===== src/rtl/chacha20_pkg.sv =====
// Shared definitions for the ChaCha20 keystream datapath: FSM states, block sizing,
// keystream word access and the RFC 8439 constants also used by the block core.
package chacha20_pkg;

    localparam int CTR_W_DEF     = 32;
    localparam int WORDS_PER_BLK = 16;
    localparam int IDX_W         = $clog2(WORDS_PER_BLK);
    localparam int KS_W          = 32 * WORDS_PER_BLK;
    localparam logic [IDX_W-1:0] LAST_IDX = IDX_W'(WORDS_PER_BLK - 1);

    // "expand 32-byte k"
    localparam logic [31:0] CHACHA_C0 = 32'h61707865;
    localparam logic [31:0] CHACHA_C1 = 32'h3320646e;
    localparam logic [31:0] CHACHA_C2 = 32'h79622d32;
    localparam logic [31:0] CHACHA_C3 = 32'h6b206574;

    typedef enum logic [2:0] {
        ST_IDLE   = 3'd0,
        ST_REQ    = 3'd1,
        ST_WAIT   = 3'd2,
        ST_STREAM = 3'd3,
        ST_ERR    = 3'd4
    } state_t;

    function automatic logic [31:0] ks_word(input logic [KS_W-1:0] blk, input logic [IDX_W-1:0] idx);
        return blk[{idx, 5'd0} +: 32];
    endfunction

endpackage


===== src/rtl/chacha20_stream_xor.sv =====
// Requests keystream blocks from the ChaCha20 core and XORs them onto a 32-bit valid/ready stream.
// Build option CHACHA20_PREFETCH_EN adds a second buffer that fetches the next block while streaming.
module chacha20_stream_xor
    import chacha20_pkg::*;
#(
    parameter int CTR_W = CTR_W_DEF
) (
    input  logic             clk,
    input  logic             rst,
    input  logic             cfg_start,
    input  logic [CTR_W-1:0] cfg_ctr_init,
    output logic             blk_start,
    output logic [CTR_W-1:0] blk_counter,
    input  logic [KS_W-1:0]  blk_keystream,
    input  logic             blk_done,
    input  logic             in_valid,
    output logic             in_ready,
    input  logic [31:0]      in_data,
    input  logic             in_last,
    output logic             out_valid,
    input  logic             out_ready,
    output logic [31:0]      out_data,
    output logic             out_last,
    output logic             busy,
    output logic             err_ctr_wrap
);

    localparam logic [CTR_W-1:0] CTR_MAX = {CTR_W{1'b1}};

    state_t              state_r;
    logic [CTR_W-1:0]    ctr_r;
    logic [IDX_W-1:0]    idx_r;
    logic [KS_W-1:0]     ks_buf_r;
    logic                ctr_last_s;
    logic                stall_s;
    logic                in_ready_s;
    logic                accept_s;
`ifdef CHACHA20_PREFETCH_EN
    logic [KS_W-1:0]     ks_next_r;
    logic                pf_valid_r;  // ks_next_r holds the block for ctr_r+1
    logic                pf_busy_r;   // a prefetch request is outstanding at the core
    logic                pf_live_r;   // and its result is still wanted
`endif

    assign ctr_last_s = (ctr_r == CTR_MAX);

`ifdef CHACHA20_PREFETCH_EN
    assign stall_s = (idx_r == LAST_IDX) && !pf_valid_r && !ctr_last_s;
`else
    assign stall_s = 1'b0;
`endif

    // Input handshake: accept only while streaming and the output register can take a word
    always_comb begin
        if ((state_r == ST_STREAM) && !stall_s) begin
            in_ready_s = ~out_valid | out_ready;
        end else begin
            in_ready_s = 1'b0;
        end
    end

    assign in_ready = in_ready_s;
    assign accept_s = in_valid & in_ready_s;

    // FSM, keystream buffers and the registered output stage
    always_ff @(posedge clk or posedge rst) begin
        if (rst) begin
            state_r      <= ST_IDLE;
            ctr_r        <= '0;
            idx_r        <= '0;
            ks_buf_r     <= '0;
            blk_start    <= 1'b0;
            blk_counter  <= '0;
            out_valid    <= 1'b0;
            out_data     <= 32'd0;
            out_last     <= 1'b0;
            busy         <= 1'b0;
            err_ctr_wrap <= 1'b0;
`ifdef CHACHA20_PREFETCH_EN
            ks_next_r    <= '0;
            pf_valid_r   <= 1'b0;
            pf_busy_r    <= 1'b0;
            pf_live_r    <= 1'b0;
`endif
        end else begin
            blk_start <= 1'b0;

            if (accept_s) begin
                out_data  <= in_data ^ ks_word(ks_buf_r, idx_r);
                out_last  <= in_last;
                out_valid <= 1'b1;
                idx_r     <= idx_r + IDX_W'(1);
            end else if (out_ready) begin
                out_valid <= 1'b0;
            end

`ifdef CHACHA20_PREFETCH_EN
            if (blk_done && pf_busy_r) begin
                pf_busy_r <= 1'b0;
                pf_live_r <= 1'b0;
                if (pf_live_r) begin
                    ks_next_r  <= blk_keystream;
                    pf_valid_r <= 1'b1;
                end
            end
`endif

            case (state_r)
                ST_IDLE, ST_ERR: begin
                    if (cfg_start) begin
                        ctr_r        <= cfg_ctr_init;
                        busy         <= 1'b1;
                        err_ctr_wrap <= 1'b0;
                        state_r      <= ST_REQ;
                    end
                end
                ST_REQ: begin
`ifdef CHACHA20_PREFETCH_EN
                    // A prefetch flushed by in_last may still be running; let the core finish it first
                    if (!pf_busy_r) begin
                        blk_start   <= 1'b1;
                        blk_counter <= ctr_r;
                        state_r     <= ST_WAIT;
                    end
`else
                    blk_start   <= 1'b1;
                    blk_counter <= ctr_r;
                    state_r     <= ST_WAIT;
`endif
                end
                ST_WAIT: begin
                    if (blk_done) begin
                        ks_buf_r <= blk_keystream;
                        idx_r    <= '0;
                        state_r  <= ST_STREAM;
`ifdef CHACHA20_PREFETCH_EN
                        if (!ctr_last_s) begin
                            blk_start   <= 1'b1;
                            blk_counter <= ctr_r + CTR_W'(1);
                            pf_busy_r   <= 1'b1;
                            pf_live_r   <= 1'b1;
                        end
`endif
                    end
                end
                ST_STREAM: begin
                    if (accept_s) begin
                        if (in_last) begin
                            busy    <= 1'b0;
                            state_r <= ST_IDLE;
`ifdef CHACHA20_PREFETCH_EN
                            pf_valid_r <= 1'b0;
                            pf_live_r  <= 1'b0;
`endif
                        end else if (idx_r == LAST_IDX) begin
                            if (ctr_last_s) begin
                                err_ctr_wrap <= 1'b1;
                                state_r      <= ST_ERR;
                            end else begin
                                ctr_r <= ctr_r + CTR_W'(1);
`ifdef CHACHA20_PREFETCH_EN
                                ks_buf_r   <= ks_next_r;
                                pf_valid_r <= 1'b0;
                                if ((ctr_r + CTR_W'(1)) != CTR_MAX) begin
                                    blk_start   <= 1'b1;
                                    blk_counter <= ctr_r + CTR_W'(2);
                                    pf_busy_r   <= 1'b1;
                                    pf_live_r   <= 1'b1;
                                end
`else
                                state_r <= ST_REQ;
`endif
                            end
                        end
                    end
                end
                default: begin
                    state_r <= ST_IDLE;
                end
            endcase
        end
    end

endmodule

===== config.mk =====
export PLATFORM = sky130hd
export DESIGN_NAME = chacha20_stream_xor
export DESIGN_NICKNAME = d
export VERILOG_FILES = /design/src/rtl/chacha20_pkg.sv /design/src/rtl/chacha20_stream_xor.sv
export SDC_FILE = /design/constraint.sdc
export NUM_CORES = 1
export LEC_CHECK = 0
export CORE_MARGIN = 2
export CORE_UTILIZATION = 45
export CTS_CLUSTER_DIAMETER = 150
export DETAILED_ROUTE_END_ITERATION = 12
export PLACE_DENSITY = 0.85
export SYNTH_ARGS = -nofsm -noshare
export SYNTH_HDL_FRONTEND = slang
export SYNTH_SLANG_ARGS = --single-unit
export TNS_END_PERCENT = 5

===== constraint.sdc =====
create_clock -name clk -period 21 [get_ports clk]
set_input_delay 5.25 -clock clk [delete_from_list [all_inputs] [get_ports clk]]
set_output_delay 5.25 -clock clk [all_outputs]
set_load 0.05 [all_outputs]

==> flow_summary.rst <==
.. list-table::
   :header-rows: 1

   * - Metric
     - Value
   * - Number of antenna-violating nets in the routed design
     - 0
   * - Placed wire-length estimate
     - around 65000 um
   * - Clock tree buffer depth
     - 3
   * - Leakage power total
     - ~15 nW
   * - Setup violation total in the final timing report
     - 0
   * - Overall fraction of global-route tracks in use
     - 27.70%
   * - Comb power frac
     - roughly two fifths
   * - Layout Utilization
     - 61.13%
   * - Largest stage delay on the critical path
     - between 800 and 900 ps
   * - Count of hold buffers inserted by post-cts repair
     - 0
   * - Worst-skew pair later-pin latency
     - 620 ps
   * - Sinks on Clock Net
     - between 600 and 700
   * - Count of TritonRoute iterations in the first routing pass
     - 5
   * - Critical-path top delay cell
     - clkdlybuf4s50_1
   * - Final Slew Violations
     - 0
   * - Per-cell via count in the routed design
     - between 5 and 6
   * - Setup repair after global routing missed its margin
     - false
   * - Number of global-route vias before repair
     - approximately 22000
   * - Routability congestion estimate from global placement
     - about 0.90
   * - Share of flip-flops with an asynchronous set or reset
     - 100.0%
   * - Total overflow reported by the global router
     - 0
   * - Worst Path Arrival
     - 6740 ps
   * - Worst slew pin tran
     - roughly 1200 ps
   * - Routed wire length
     - 91170 um
   * - Part of the power in registers
     - 38.5%
   * - Post-detailed-route wirelength per cell
     - about 26 um
   * - Net Sw Frac
     - 35.21%
   * - Element type at the critical path end
     - output port
   * - Top area cells in the synthesized netlist
     - dfrtp_1 (55%), mux2_2 (22%), mux4_2 (5.1%), mux2i_1 (4.5%), nand2_1 (1.3%)
   * - Dominant register cell in the synthesized netlist
     - dfrtp_1
   * - Critical path cell sequence
     - clkdlybuf4s50_1 > nor2b_1 > nor2_1 > clkdlybuf4s50_1
   * - Slew headroom
     - about a fifth
   * - Top fanout value on the critical path
     - 3
   * - Sequential element share of the synthesized area
     - a little under three fifths
   * - Largest net degree at the start of global routing
     - 185
   * - Post-synth cell types
     - between 50 and 60
   * - Power Internal
     - between 3 and 4 mW
   * - Accumulated negative setup slack
     - 0 ps
   * - NumNets Final
     - about 3200
   * - Fill cell count
     - 4578
   * - Antenna violations before repair
     - 27
   * - Maximum Capacitance Violations
     - 0
   * - Cell Rows
     - between 90 and 100
   * - Kind of launch point of the worst setup path
     - input port
   * - Initial drt markers
     - around 1400
   * - WS Path Type
     - input port to output port
   * - Layout cell share with drive strength beyond 1
     - between 20% and 30%
   * - TritonCTS clock tree
     - yes
   * - CTS buffer count
     - around 70
   * - Hold WC Path Type
     - flip-flop to flip-flop
   * - Final count of hold timing violations
     - 0
   * - P per Cell Area
     - roughly 150 mW/mm^2
   * - Most common cell after layout, fill and taps aside
     - clkdlybuf4s50_1
   * - Vias
     - ~20000
   * - Buffers added on ports
     - 652
   * - Syn_nets
     - about 2600
   * - Period utilisation layout
     - a little under three fifths
   * - Summed instance area of the synthesized netlist
     - ~0.028 sq mm
   * - Clk network pwr share
     - approximately 22%
   * - Top-level I/O count
     - between 600 and 700
   * - Height of the die
     - 254.3 um
   * - Gate Count Post-Synth
     - 2029
   * - Die ar.
     - approximately 0.065 sq mm
   * - Relative area change from synthesis to final layout
     - 34.10%
   * - Clock Root Buffer
     - clkbuf_16
   * - Cell repeated most along the worst path
     - clkdlybuf4s50_1
   * - Number of enable-type register cells in the synthesized netlist
     - 0
   * - Shortest clock period the worst path allows after layout
     - ~12000 ps
   * - Req. time, crit path
     - approximately 16000 ps
   * - NetSw
     - slightly above 2 mW
   * - Achievable frequency
     - around 0.083 GHz
   * - Average instance area after synthesis
     - roughly 14 sq um
   * - Area share of the leading cell type in the synthesized netlist
     - between 50% and 60%
   * - Post-CTS setup-driven buffer insertion count
     - 0
   * - Multi-input combinational cell area
     - about 0.012 sq mm
   * - Worst clock skew
     - around 23 ps
   * - Initial Utilization
     - between 40% and 50%
   * - Run status
     - finished clean
   * - Final routed DRC violation total
     - 0
   * - Top library cells by usage in the layout, fill and taps aside
     - clkdlybuf4s50_1 (652), dfrtp_1 (616), mux2_2 (544), mux2i_1 (128), nand2_1 (101)
   * - Resized Gates After CTS
     - 0
   * - Area taken by flip-flops and latches
     - between 0.015 and 0.02 sq mm
   * - Number of warning messages in the yosys log
     - 0
   * - Area of the core
     - between 0.06 and 0.07 sq mm
   * - Worst-path clk slew
     - around 60 ps
   * - Number of levels in the clock H-tree
     - 3
   * - #FFs+latches synth
     - 620
   * - Horizontal die dimension
     - ~250 um
   * - First-pass GRT wire length
     - between 100000 and 150000 um
   * - Post-synth top area cell
     - dfrtp_1
   * - Highest ir drop seen on vdd
     - around 0.12 mV
[per-stage QoR]
stage	power (mW)	hold WS [ps]	area [sq um]	instances	setup slack, ps
after detailed placement	4.524	475.4	35380	3398	9013
after global routing	6.058	510.9	37780	3539	8988
after global placement	4.384	469.7	35380	3398	9005
final	5.768	487.9	37800	3546	9010
after floorplan	3.791	475.2	28190	2029	7287
after CTS	5.794	493.5	37740	3523	9005
[cell usage after synthesis (all sizes together) (4+ instances only)]
cell type	number
mux4	64
o211ai	33
o21ai	82
a21oi	36
o31ai	6
o32ai	4
nand4	10
nand2	101
and2	5
nor4	5
nor2	34
mux2	544
and3	6
clkbuf	60
mux2i	128
and4	5
a221oi	32
inv	6
buf	86
nand3	22
nor2b	4
nand2b	4
dfrtp	620
a22oi	35
nor3	11
a2bb2oi	7
o22ai	7
xnor2	33
o22a	5
a31oi	8
[power by group through the flow]
stage / sequential [mW] / clock [mW] / combinational [mW]
final: 2.22 / 1.25 / 2.30
after global placement: 2.17 / 0 / 2.21
after detailed placement: 2.23 / 0 / 2.29
after CTS: 2.22 / 1.27 / 2.31
after global routing: 2.29 / 1.32 / 2.45
after floorplan: 2.27 / 0 / 1.53
[per-layer routing]
metal	share of wire, %	vias up	global-route usage, %
li1	-	8727	-
met1	37	10230	31.96
met2	50	857	47.60
met3	8.1	214	7.716
met4	4.9	18	13.36
met5	0.13	-	0
[state kept, by name (all words and copies together) (netlist names)]
register	count
ks_buf_r	512
blk_counter	32
ctr_r	32
out_data	32
idx_r	4
state_r	3
blk_start	1
busy	1
err_ctr_wrap	1
out_last	1
out_valid	1
[critical path, delay by kind of cell]
| family | cells | cell delay, ps |
|---|---|---|
| buffers and inverters | 2 | 1290 |
| and+or+nand+nor | 2 | 190 |
[layout make-up]
type                    count  area share (%)
flip-flops and latches    620           41.09
clock buffers             104           5.422
inverters                   6         0.06952
clock inverters            21          0.8276
well taps                 837           2.771
repair buffers            678           17.92
diodes                     23          0.1523
multi-input cells        1257           31.75
[final timing paths]
check	start	end	slack (ps)	depth (start not counted)
worst max-delay path	out_ready	in_ready	9010	4
worst min-delay path	out_data[7]	out_data[7]	490	2
worst max register to register	state_r[2]	ks_buf_r[309]	16300	6
worst min register to register	out_data[7]	out_data[7]	490	2
max in group asynchronous	rst	ks_buf_r[276]	12590	5
min in group asynchronous	rst	ks_buf_r[481]	5200	2
[logic make-up after synthesis]
family,after synthesis,synth area share (%)
flops,620,55.05
mux,736,31.39
simple gates,217,3.671
buf+inv,152,2.455
compound gates,267,6.255
fa+ha+maj,2,0.08877
xor+xnor,35,1.088
Power figures use the tool's default switching activity.
